## config.mk

```make
export PLATFORM = sky130hd
export DESIGN_NAME = ooo_issue_queue_flat
export DESIGN_NICKNAME = d
export VERILOG_FILES = /design/src/rtl/ooo_issue_queue_if.sv /design/src/rtl/ooo_issue_queue.sv /design/src/flat_wrapper.sv
export SDC_FILE = /design/constraint.sdc
export NUM_CORES = 2
export LEC_CHECK = 0
export CELL_PAD_IN_SITES_DETAIL_PLACEMENT = 2
export CELL_PAD_IN_SITES_GLOBAL_PLACEMENT = 2
export CORE_ASPECT_RATIO = 1.25
export CORE_MARGIN = 2
export CORE_UTILIZATION = 45
export CTS_BUF_LIST = sky130_fd_sc_hd__clkbuf_4
export CTS_CLUSTER_DIAMETER = 200
export DETAILED_ROUTE_END_ITERATION = 16
export GPL_TIMING_DRIVEN = 0
export HOLD_SLACK_MARGIN = 0.02
export MAX_ROUTING_LAYER = met4
export PLACE_DENSITY_LB_ADDON = 0.05
export SETUP_SLACK_MARGIN = 0.3
export SLEW_MARGIN = 10
export SYNTH_ARGS = -nofsm -noshare
export SYNTH_HDL_FRONTEND = slang
export SYNTH_SLANG_ARGS = --single-unit
```

## constraint.sdc

```tcl
create_clock -name clk -period 11.41 [get_ports clk]
set_input_delay 1.141 -clock clk [delete_from_list [all_inputs] [get_ports clk]]
set_output_delay 1.141 -clock clk [all_outputs]
set_load 0.03 [all_outputs]
```

## src/rtl/ooo_issue_queue_if.sv

```systemverilog
// Bundle of the issue-queue side signals: enqueue handshake from rename,
// writeback wakeup broadcasts, issue handshake to execute, flush and occupancy.
// The master modport is the surrounding pipeline; the slave modport is the queue.
interface ooo_issue_queue_if #(
    parameter int DATA_WIDTH = 32,
    parameter int IQ_SIZE    = 16,
    parameter int TAG_W      = 5,
    parameter int WB_PORTS   = 2
);
    localparam int CNT_W = $clog2(IQ_SIZE + 1);

    logic                      flush_i;

    logic                      enq_valid_i;
    logic                      enq_ready_o;
    logic [DATA_WIDTH-1:0]     enq_payload_i;
    logic [TAG_W-1:0]          enq_dst_tag_i;
    logic [TAG_W-1:0]          enq_src1_tag_i;
    logic [TAG_W-1:0]          enq_src2_tag_i;
    logic                      enq_src1_rdy_i;
    logic                      enq_src2_rdy_i;

    logic [WB_PORTS-1:0]       wb_valid_i;
    logic [WB_PORTS*TAG_W-1:0] wb_tag_i;

    logic                      iss_valid_o;
    logic                      iss_ready_i;
    logic [DATA_WIDTH-1:0]     iss_payload_o;
    logic [TAG_W-1:0]          iss_dst_tag_o;

    logic [CNT_W-1:0]          count_o;

    modport master (
        output flush_i,
        output enq_valid_i, enq_payload_i, enq_dst_tag_i,
        output enq_src1_tag_i, enq_src2_tag_i, enq_src1_rdy_i, enq_src2_rdy_i,
        input  enq_ready_o,
        output wb_valid_i, wb_tag_i,
        input  iss_valid_o, iss_payload_o, iss_dst_tag_o,
        output iss_ready_i,
        input  count_o
    );

    modport slave (
        input  flush_i,
        input  enq_valid_i, enq_payload_i, enq_dst_tag_i,
        input  enq_src1_tag_i, enq_src2_tag_i, enq_src1_rdy_i, enq_src2_rdy_i,
        output enq_ready_o,
        input  wb_valid_i, wb_tag_i,
        output iss_valid_o, iss_payload_o, iss_dst_tag_o,
        input  iss_ready_i,
        output count_o
    );
endinterface

```

## src/rtl/ooo_issue_queue.sv

```systemverilog
// Out-of-order issue queue: compacting, age-ordered entry array (index 0 is
// oldest). Sources wake on writeback tag broadcasts; the oldest entry with
// both sources ready is presented for issue and removed on acceptance, with
// younger entries shifting down in the same edge.
// Optional feature macro: IQ_FAST_WAKEUP_EN -- lets a same-cycle broadcast
// make an entry eligible for issue (combinational wb_* -> iss_* path).
module ooo_issue_queue #(
    parameter int DATA_WIDTH = 32,
    parameter int IQ_SIZE    = 16,
    parameter int TAG_W      = 5,
    parameter int WB_PORTS   = 2
) (
    input logic             clk,
    input logic             rst,
    ooo_issue_queue_if.slave io
);
    localparam int CNT_W = $clog2(IQ_SIZE + 1);
    localparam int IDX_W = $clog2(IQ_SIZE);

    typedef struct packed {
        logic [DATA_WIDTH-1:0] payload;
        logic [TAG_W-1:0]      dst_tag;
        logic [TAG_W-1:0]      s1_tag;
        logic                  s1_rdy;
        logic [TAG_W-1:0]      s2_tag;
        logic                  s2_rdy;
    } entry_t;

    entry_t              ent_q [IQ_SIZE];
    entry_t              ent_d [IQ_SIZE];
    logic [IQ_SIZE-1:0]  valid_q, valid_d;
    logic [CNT_W-1:0]    count_q, count_d;

    logic [IQ_SIZE-1:0]  s1_hit, s2_hit, elig;
    logic                enq_s1_hit, enq_s2_hit;
    logic [IDX_W-1:0]    sel_idx;
    logic                any_elig;
    logic                enq_fire, iss_fire;
    logic [CNT_W-1:0]    wr_idx;
    entry_t              enq_entry;

    // True when tag matches any valid writeback broadcast port (OR-reduced).
    function automatic logic tag_hit(
        input logic [TAG_W-1:0]          tag,
        input logic [WB_PORTS-1:0]       wb_valid,
        input logic [WB_PORTS*TAG_W-1:0] wb_tag
    );
        logic hit;
        hit = 1'b0;
        for (int p = 0; p < WB_PORTS; p++) begin
            if (wb_valid[p] && (wb_tag[p*TAG_W +: TAG_W] == tag)) hit = 1'b1;
        end
        return hit;
    endfunction

    // Broadcast tag comparison for every stored source and for the incoming entry.
    always_comb begin
        for (int i = 0; i < IQ_SIZE; i++) begin
            s1_hit[i] = tag_hit(ent_q[i].s1_tag, io.wb_valid_i, io.wb_tag_i);
            s2_hit[i] = tag_hit(ent_q[i].s2_tag, io.wb_valid_i, io.wb_tag_i);
        end
        enq_s1_hit = tag_hit(io.enq_src1_tag_i, io.wb_valid_i, io.wb_tag_i);
        enq_s2_hit = tag_hit(io.enq_src2_tag_i, io.wb_valid_i, io.wb_tag_i);
    end

    // Eligibility per entry and oldest-first priority select.
    always_comb begin
        for (int i = 0; i < IQ_SIZE; i++) begin
`ifdef IQ_FAST_WAKEUP_EN
            elig[i] = valid_q[i] & (ent_q[i].s1_rdy | s1_hit[i])
                                 & (ent_q[i].s2_rdy | s2_hit[i]);
`else
            elig[i] = valid_q[i] & ent_q[i].s1_rdy & ent_q[i].s2_rdy;
`endif
        end
        any_elig = |elig;
        sel_idx  = '0;
        // Scan downwards so the lowest eligible index wins.
        for (int i = IQ_SIZE - 1; i >= 0; i--) begin
            if (elig[i]) sel_idx = IDX_W'(i);
        end
    end

    assign io.iss_valid_o   = any_elig & ~io.flush_i;
    assign io.iss_payload_o = ent_q[sel_idx].payload;
    assign io.iss_dst_tag_o = ent_q[sel_idx].dst_tag;
    // No credit for a same-cycle issue: readiness depends on registered count only.
    assign io.enq_ready_o   = (count_q < CNT_W'(IQ_SIZE));
    assign io.count_o       = count_q;

    assign enq_fire = io.enq_valid_i & io.enq_ready_o & ~io.flush_i;
    assign iss_fire = io.iss_valid_o & io.iss_ready_i;

    // Next state: wakeup, then issue compaction, then enqueue write, flush last.
    always_comb begin
        // NOTE: every combinational output gets a default first so no path
        // leaves it unassigned, which would otherwise infer a latch.
        ent_d   = ent_q;
        valid_d = valid_q;
        count_d = count_q + CNT_W'(enq_fire) - CNT_W'(iss_fire);
        wr_idx  = iss_fire ? (count_q - CNT_W'(1)) : count_q;

        enq_entry.payload = io.enq_payload_i;
        enq_entry.dst_tag = io.enq_dst_tag_i;
        enq_entry.s1_tag  = io.enq_src1_tag_i;
        enq_entry.s1_rdy  = io.enq_src1_rdy_i | enq_s1_hit;
        enq_entry.s2_tag  = io.enq_src2_tag_i;
        enq_entry.s2_rdy  = io.enq_src2_rdy_i | enq_s2_hit;

        for (int i = 0; i < IQ_SIZE; i++) begin
            if (s1_hit[i]) ent_d[i].s1_rdy = 1'b1;
            if (s2_hit[i]) ent_d[i].s2_rdy = 1'b1;
        end

        // Ascending order reads slot i+1 before it is itself overwritten,
        // so shifted entries carry their same-edge wakeups along.
        if (iss_fire) begin
            for (int i = 0; i < IQ_SIZE - 1; i++) begin
                if (IDX_W'(i) >= sel_idx) begin
                    ent_d[i]   = ent_d[i+1];
                    valid_d[i] = valid_d[i+1];
                end
            end
            valid_d[IQ_SIZE-1] = 1'b0;
        end

        for (int i = 0; i < IQ_SIZE; i++) begin
            if (enq_fire && (CNT_W'(i) == wr_idx)) begin
                ent_d[i]   = enq_entry;
                valid_d[i] = 1'b1;
            end
        end

        if (io.flush_i) begin
            valid_d = '0;
            count_d = '0;
        end
    end

    // Control state: valid bits and occupancy, cleared by synchronous reset.
    always_ff @(posedge clk) begin
        // NOTE: sequential state uses non-blocking assignments so every
        // register samples pre-edge values, independent of block ordering.
        if (rst) begin
            valid_q <= '0;
            count_q <= '0;
        end else begin
            valid_q <= valid_d;
            count_q <= count_d;
        end
    end

    // Entry storage, qualified by valid_q.
    always_ff @(posedge clk) begin
        // NOTE: the entry array is deliberately not reset; stale contents are
        // masked by valid_q, and omitting reset keeps it a plain register file.
        ent_q <= ent_d;
    end
endmodule

```

## src/flat_wrapper.sv

```systemverilog
// flat-port wrapper written by rule: the top's interface ports become plain ports
module ooo_issue_queue_flat 
#(
    parameter int DATA_WIDTH = 32,
    parameter int IQ_SIZE    = 16,
    parameter int TAG_W      = 5,
    parameter int WB_PORTS   = 2
)
  (clk, rst, io_flush_i, io_enq_valid_i, io_enq_payload_i, io_enq_dst_tag_i, io_enq_src1_tag_i, io_enq_src2_tag_i, io_enq_src1_rdy_i, io_enq_src2_rdy_i, io_enq_ready_o, io_wb_valid_i, io_wb_tag_i, io_iss_valid_o, io_iss_payload_o, io_iss_dst_tag_o, io_iss_ready_i, io_count_o);
  ooo_issue_queue_if #(.DATA_WIDTH(DATA_WIDTH), .IQ_SIZE(IQ_SIZE), .TAG_W(TAG_W), .WB_PORTS(WB_PORTS)) io_i ();
  input logic clk;
  input logic rst;
  input wire logic [$bits(io_i.flush_i)-1:0] io_flush_i;
  input wire logic [$bits(io_i.enq_valid_i)-1:0] io_enq_valid_i;
  input wire logic [$bits(io_i.enq_payload_i)-1:0] io_enq_payload_i;
  input wire logic [$bits(io_i.enq_dst_tag_i)-1:0] io_enq_dst_tag_i;
  input wire logic [$bits(io_i.enq_src1_tag_i)-1:0] io_enq_src1_tag_i;
  input wire logic [$bits(io_i.enq_src2_tag_i)-1:0] io_enq_src2_tag_i;
  input wire logic [$bits(io_i.enq_src1_rdy_i)-1:0] io_enq_src1_rdy_i;
  input wire logic [$bits(io_i.enq_src2_rdy_i)-1:0] io_enq_src2_rdy_i;
  output wire logic [$bits(io_i.enq_ready_o)-1:0] io_enq_ready_o;
  input wire logic [$bits(io_i.wb_valid_i)-1:0] io_wb_valid_i;
  input wire logic [$bits(io_i.wb_tag_i)-1:0] io_wb_tag_i;
  output wire logic [$bits(io_i.iss_valid_o)-1:0] io_iss_valid_o;
  output wire logic [$bits(io_i.iss_payload_o)-1:0] io_iss_payload_o;
  output wire logic [$bits(io_i.iss_dst_tag_o)-1:0] io_iss_dst_tag_o;
  input wire logic [$bits(io_i.iss_ready_i)-1:0] io_iss_ready_i;
  output wire logic [$bits(io_i.count_o)-1:0] io_count_o;
  assign io_i.flush_i = io_flush_i;
  assign io_i.enq_valid_i = io_enq_valid_i;
  assign io_i.enq_payload_i = io_enq_payload_i;
  assign io_i.enq_dst_tag_i = io_enq_dst_tag_i;
  assign io_i.enq_src1_tag_i = io_enq_src1_tag_i;
  assign io_i.enq_src2_tag_i = io_enq_src2_tag_i;
  assign io_i.enq_src1_rdy_i = io_enq_src1_rdy_i;
  assign io_i.enq_src2_rdy_i = io_enq_src2_rdy_i;
  assign io_enq_ready_o = io_i.enq_ready_o;
  assign io_i.wb_valid_i = io_wb_valid_i;
  assign io_i.wb_tag_i = io_wb_tag_i;
  assign io_iss_valid_o = io_i.iss_valid_o;
  assign io_iss_payload_o = io_i.iss_payload_o;
  assign io_iss_dst_tag_o = io_i.iss_dst_tag_o;
  assign io_i.iss_ready_i = io_iss_ready_i;
  assign io_count_o = io_i.count_o;
  ooo_issue_queue #(.DATA_WIDTH(DATA_WIDTH), .IQ_SIZE(IQ_SIZE), .TAG_W(TAG_W), .WB_PORTS(WB_PORTS)) u_core (.clk(clk), .rst(rst), .io(io_i));
endmodule
```

; ---- Yosys cells after proc, flatten, opt, wreduce, memory -nomap -nowiden
; Index checks and enable logic that the tools add are counted.
[totals]
register_bits = 805
input_bits = 66
out_inout_bits = 44
elab_cells = 573
[classes]
n_addsub = 3
n_lt_le_gt_ge = 17
eq_ne = 83
n_mux = 184
bitwise_logic = 40
n_reduce_logical = 133
[ops]
columns = operator, count
row1 = 49-bit 2-to-1 mux, 32
row2 = 735-bit 2-to-1 mux, 1
row3 = 5-bit == test, 68
row4 = 49-bit binary-select mux with 4-bit select, 1
row5 = 1-bit 2-to-1 mux, 131
row6 = 1-bit logical AND, 84
row7 = 4-bit 2-to-1 mux, 16
row8 = 2-bit nonzero test, 31
row9 = 4-bit by 5-bit == test with 1-bit output (first input constant), 8
row10 = 1-bit bitwise AND, 36
row11 = 2-bit AND reduction, 15
row12 = 4-bit greater-or-equal comparator (first input constant), 7
row13 = 3-bit by 5-bit == test with 1-bit output (first input constant), 4
row14 = 3-bit by 4-bit greater-or-equal comparator with 1-bit output (first input constant), 4
row15 = 16-bit 2-to-1 mux, 1
row16 = 16-bit OR reduction, 1
row17 = 2-bit by 5-bit == test with 1-bit output (first input constant), 2
row18 = 1-bit by 4-bit greater-or-equal comparator with 1-bit output (first input constant), 2
row19 = 2-bit by 4-bit greater-or-equal comparator with 1-bit output (first input constant), 2
row20 = 7-bit 2-to-1 mux, 1
row21 = 5-bit by 1-bit adder with 5-bit output, 1
row22 = 1-bit by 5-bit == test with 1-bit output (first input constant), 1
row23 = 5-bit greater-or-equal comparator (second input constant), 1
row24 = 5-bit zero test, 1
row25 = other kinds (8), 9

; ---- Depth between registers and ports, before layout
[depth]
depth_word = 22
ltp_mapped = 16

; ---- Worst setup path after synthesis
; OpenSTA, ideal clock, no wires.
[synth_path]
path_kind = input -> register
start = input port io_flush_i
end = register u_core.ent_q[10] (netlist name), enable pin
arrival_time_ps = 5883
t_required_ps = 10889
slack_ps = 5006
cell_stages = 9
path_cell_list = nand2b_1 clkbuf_1 a21o_1 buf_2 inv_4 ha_1 inv_1 nand2_1 nor3_1
[synth_via]
elab_chain_len = 6
word_cells_on_any_way = 7
classes_between = eq/ne: 1 / mux: 1 / bitwise: 4 / reduce/logical: 1
[synth_rtl]
columns = item, line
row1 = start: declaration, flat_wrapper.sv:13  ; input wire logic [$bits(io_i.flush_i)-1:0] io_flush_i;
row2 = 1-bit inverter *, "ooo_issue_queue.sv:84, ooo_issue_queue.sv:91"
row3 = 1-bit bitwise AND, ooo_issue_queue.sv:84  ; assign io.iss_valid_o = any_elig & ~io.flush_i;
row4 = 1-bit bitwise AND, ooo_issue_queue.sv:92  ; assign iss_fire = io.iss_valid_o & io.iss_ready_i;
row5 = 5-bit 2-to-1 mux, ooo_issue_queue.sv:101  ; wr_idx = iss_fire ? (count_q - CNT_W'(1)) : count_q;
row6 = 4-bit by 5-bit == test with 1-bit output, ooo_issue_queue.sv:128  ; if (enq_fire && (CNT_W'(i) == wr_idx)) begin
row7 = 1-bit logical AND *, ooo_issue_queue.sv:128
row8 = end signal: assignment, ooo_issue_queue.sv:157  ; ent_q <= ent_d;
row9 = end: declaration, ooo_issue_queue.sv:29  ; entry_t ent_q [IQ_SIZE];
; Mark *: on every way between the ends. The rest lies on a longest branch, timed or not.
; A chain may end at the register's enable or synchronous reset.

; ---- Worst setup path after layout
[layout_path]
start = register u_core.ent_q[643] (netlist name)
end = output port io_iss_payload_o[29]
[layout_via]
elab_chain_len = 9
[layout_rtl]
columns = item, line
row1 = 1-bit bitwise AND (2 in a row), ooo_issue_queue.sv:73  ; elig[i] = valid_q[i] & ent_q[i].s1_rdy & ent_q[i].s2_rdy;
row2 = 4-bit 2-to-1 mux (3 in a row), ooo_issue_queue.sv:80  ; if (elig[i]) sel_idx = IDX_W'(i);
row3 = 4-bit inverter with 5-bit output (implied by the code), ooo_issue_queue.sv:85  ; assign io.iss_payload_o = ent_q[sel_idx].payload;
row4 = 49-bit binary-select mux with 4-bit select, ooo_issue_queue.sv:85
row5 = 49-bit 2-to-1 mux (implied by the code) (2 in a row), ooo_issue_queue.sv:85
row6 = end: declaration, flat_wrapper.sv:25  ; output wire logic [$bits(io_i.iss_payload_o)-1:0] io_iss_payload_o;
; Every way passes these cells. The select of a mux whose other input is x is not followed.

==> impl_metrics.json <==
{
  "status": "completed",
  "cts_tree": "built",
  "tightest_slew_ns": 1.431,
  "rsz0062_at_grt": "false",
  "numCtsBuffers": 223,
  "cts_hold_buf": 0,
  "grt_max_degree": 41,
  "clock_sinks": 805,
  "path_max_fanout": 10,
  "setup_viol": 0,
  "fillers": 10210,
  "wl_met2_mm": 112.1,
  "maxCapViolCount": 0,
  "wl_met3_mm": 20.05,
  "io_pins": 110,
  "skew_ns": 0.08215,
  "end_kind": "output port",
  "worst_slack_ns": 2.758,
  "m1WireLength_mm": 82.24,
  "path_class": "reg -> out",
  "critPathSlowestCell": "nand2_1",
  "ant_nets": 0,
  "dieArea_mm2": 0.1003,
  "setup.worst_path.start_class": "flop",
  "crit_path_max_incr_delay_ns": 0.86,
  "wirelength_mm": 239.9,
  "reg2reg_depth": 13,
  "ir_drop_uv": 109.0,
  "crit_arrival_ns": 7.51,
  "vias_per_cell": 6.748,
  "initial_core_util_pct": 45.25,
  "antenna_found_initial": 5,
  "pre_cts_ws_ns": 4.418,
  "async_flop_share_pct": 0,
  "gp_congestion": 1.023,
  "fin_nets": 4828,
  "drive_gt1_share_pct": 12.12,
  "die_h_um": 353.6,
  "grt_pass1_wl_mm": 331.8,
  "synth_area_mm2": 0.04399,
  "wl_per_cell_um": 38.35,
  "synth_cell_types": 60,
  "clockRootBuffer": "clkbuf_4",
  "drc_errors": 0,
  "seq_area_frac_synth_pct": 53.74,
  "route.vias.total": 42220,
  "stdcell_count": 6256,
  "holdPathStages": 1,
  "leakagePower_nw": 18.08,
  "finalCriticalPeriod_ns": 8.652,
  "cts.path.max_buffers": 3,
  "firstDrtPassIters": 7,
  "post_cts_buffers": 0,
  "yosys_warnings": 0,
  "crit_chain": "nand3_1 > nand4_1 > nor3_4 > nand2b_1 > clkbuf_1 > nand2_1 > clkbuf_1 > o22ai_1 > a211o_1 > clkdlybuf4s50_1",
  "htreeDepth": 4,
  "insertion_delay_ns": 1.33,
  "yosys-top-cells-area": "edfxtp_1 (51%), nand2_1 (11%), mux2i_1 (6.0%)",
  "power_density_mw_per_mm2": 138.6,
  "die_x_um": 283.7,
  "routed.top_layer": "met4",
  "hold_path_class": "in -> reg",
  "finalCritPeriodShare_pct": 75.83,
  "placed_cells": 5824,
  "yosysTopAreaCell": "edfxtp_1",
  "synth-seq-cells": 805,
  "coreArea_mm2": 0.09721,
  "synth_top_area_share_pct": 51.33,
  "fmax_mhz": 115.6,
  "slew_headroom_pct": 4.275,
  "first_iter_violations": 5048,
  "cp.required_ns": 10.27,
  "slew_violations": 0,
  "crit_top_cell": "clkbuf_1",
  "power.total_w": 0.007016,
  "grt_pass1_vias": 45130,
  "synth_nets": 4467,
  "fin_tns_setup_ns": 0,
  "hold_viol": 0,
  "num_rows": 128,
  "place.port_buffers": 97,
  "cts.clk_slew.worst_paths_ns": 0.07,
  "grt_use_total_pct": 48.01,
  "areaGrowthSynthToFinish_pct": 15.03,
  "ys.flop_type": "edfxtp_1",
  "syn_inst": 4391,
  "grt.overflow.total": 0,
  "synth-edff-count": 752,
  "cts_resized": 0,
  "synth_area_per_cell_um2": 10.02,
  "dpl.hpwl_mm": 163.0
}
==> placed cells by master (no fill, tap or decap), drive strengths merged, types with 4 or more instances in the layout <==
cell,instances
a31o,33
nand2b,8
buf,132
nand3,70
bufinv,4
a221oi,33
a31oi,41
edfxtp,752
nand2,1260
dfxtp,53
and2,7
or2,12
clkinv,43
or4,4
a211oi,10
xnor2,71
a22o,141
nor3,21
nor4,68
and3,8
a211o,38
a22oi,4
xor2,273
mux2i,266
clkdlybuf4s50,97
o22ai,71
clkbuf,660
inv,20
diode,14
a32oi,38
o32a,4
mux2,8
a21oi,68
o21ai,528
nor2,50
nor2b,10
ha,9
==> cells in the mapped netlist, drive strengths merged, types with 2 or more instances <==
cell type	number
o211a	2
a21boi	3
o21ai	528
mux2	8
o41ai	2
inv	12
o2bb2ai	2
clkbuf	301
a22o	141
o22ai	71
nor3	21
mux2i	266
a211oi	10
ha	9
nor2	50
a21o	2
a22oi	4
or3	3
and2	7
nor2b	10
or2	12
o211ai	2
a32oi	38
or4	4
a31o	33
nand2	1260
nor4	68
a211o	38
a221oi	33
dfxtp	53
and3	8
nand3	70
o32a	4
xor2	273
nand2b	8
a21oi	68
nand4	3
buf	93
edfxtp	752
xnor2	71
a31oi	41
==> through the flow <==
stage	utilization (%)	cell area, um^2	hold WS (ns)
floorplan	-	43990	0.4545
global route	52.04	50590	0.4410
finish	52.05	50600	0.4022
global placement	47.93	46590	0.4783
CTS	51.93	50480	0.4233
detailed placement	48.83	47470	0.5010
==> flip-flops by register name, indices dropped and copies added (netlist names) <==
name and cells:
u_core.ent_q 784, u_core.io.count_o 5, u_core.valid_q 16
==> path summary, 6_finish.rpt <==
kind | startpoint | to | slack, ns
hold / removal | io_enq_src1_tag_i[0] | u_core.ent_q[7] | 0.40
hold reg to reg | u_core.valid_q[0] | u_core.valid_q[0] | 0.53
setup reg to reg | u_core.ent_q[643] | u_core.ent_q[768] | 5.12
setup / recovery | u_core.ent_q[643] | io_iss_payload_o[29] | 2.76
==> critical path, delay by kind of cell (launching register included) <==
| kind | cells | cell delay, ns |
|---|---|---|
| compound gates | 2 | 1.05 |
| buf+inv | 3 | 2.29 |
| flops | 1 | 0.73 |
| simple gates | 5 | 2.11 |
==> layout make-up <==
| cell class | instances | area (um^2) | area share [%] |
|---|---|---|---|
| Antenna cell | 14 | 35.03 | 0.06923 |
| Buffer | 394 | 1640 | 3.242 |
| Clock buffer | 359 | 2695 | 5.326 |
| Clock inverter | 56 | 322.8 | 0.6379 |
| Inverter | 12 | 47.55 | 0.09396 |
| Multi-Input combinational cell | 3180 | 18870 | 37.29 |
| Sequential cell | 805 | 23640 | 46.72 |
| Tap cell | 1300 | 1627 | 3.214 |
| Timing Repair Buffer | 136 | 1723 | 3.405 |
==> kinds of logic after synthesis <==
logic type / Yosys count / share of synthesized area (%)
AOI/OAI and AO/OA: 1025 / 14.66
and+or+nand+nor: 1527 / 14.31
DFF: 805 / 53.74
muxes: 274 / 6.314
adders and majority gates: 10 / 0.3015
buffers and inverters: 406 / 3.820
xor gates and xnor gates: 344 / 6.849
==> power by group <==
group          leakage, nW  internal [W]  switching, W
combinational         9.07      0.000209      0.000442
sequential            7.20       0.00327      0.000106
clock                 1.82       0.00151       0.00148
==> routing by layer <==
layer	track usage, %	up-vias
li1	-	16660
met2	75.29	2835
met1	50.23	21570
met4	42.51	0
met3	12.10	1147
met5	-	-
Power figures use the tool's default switching activity.
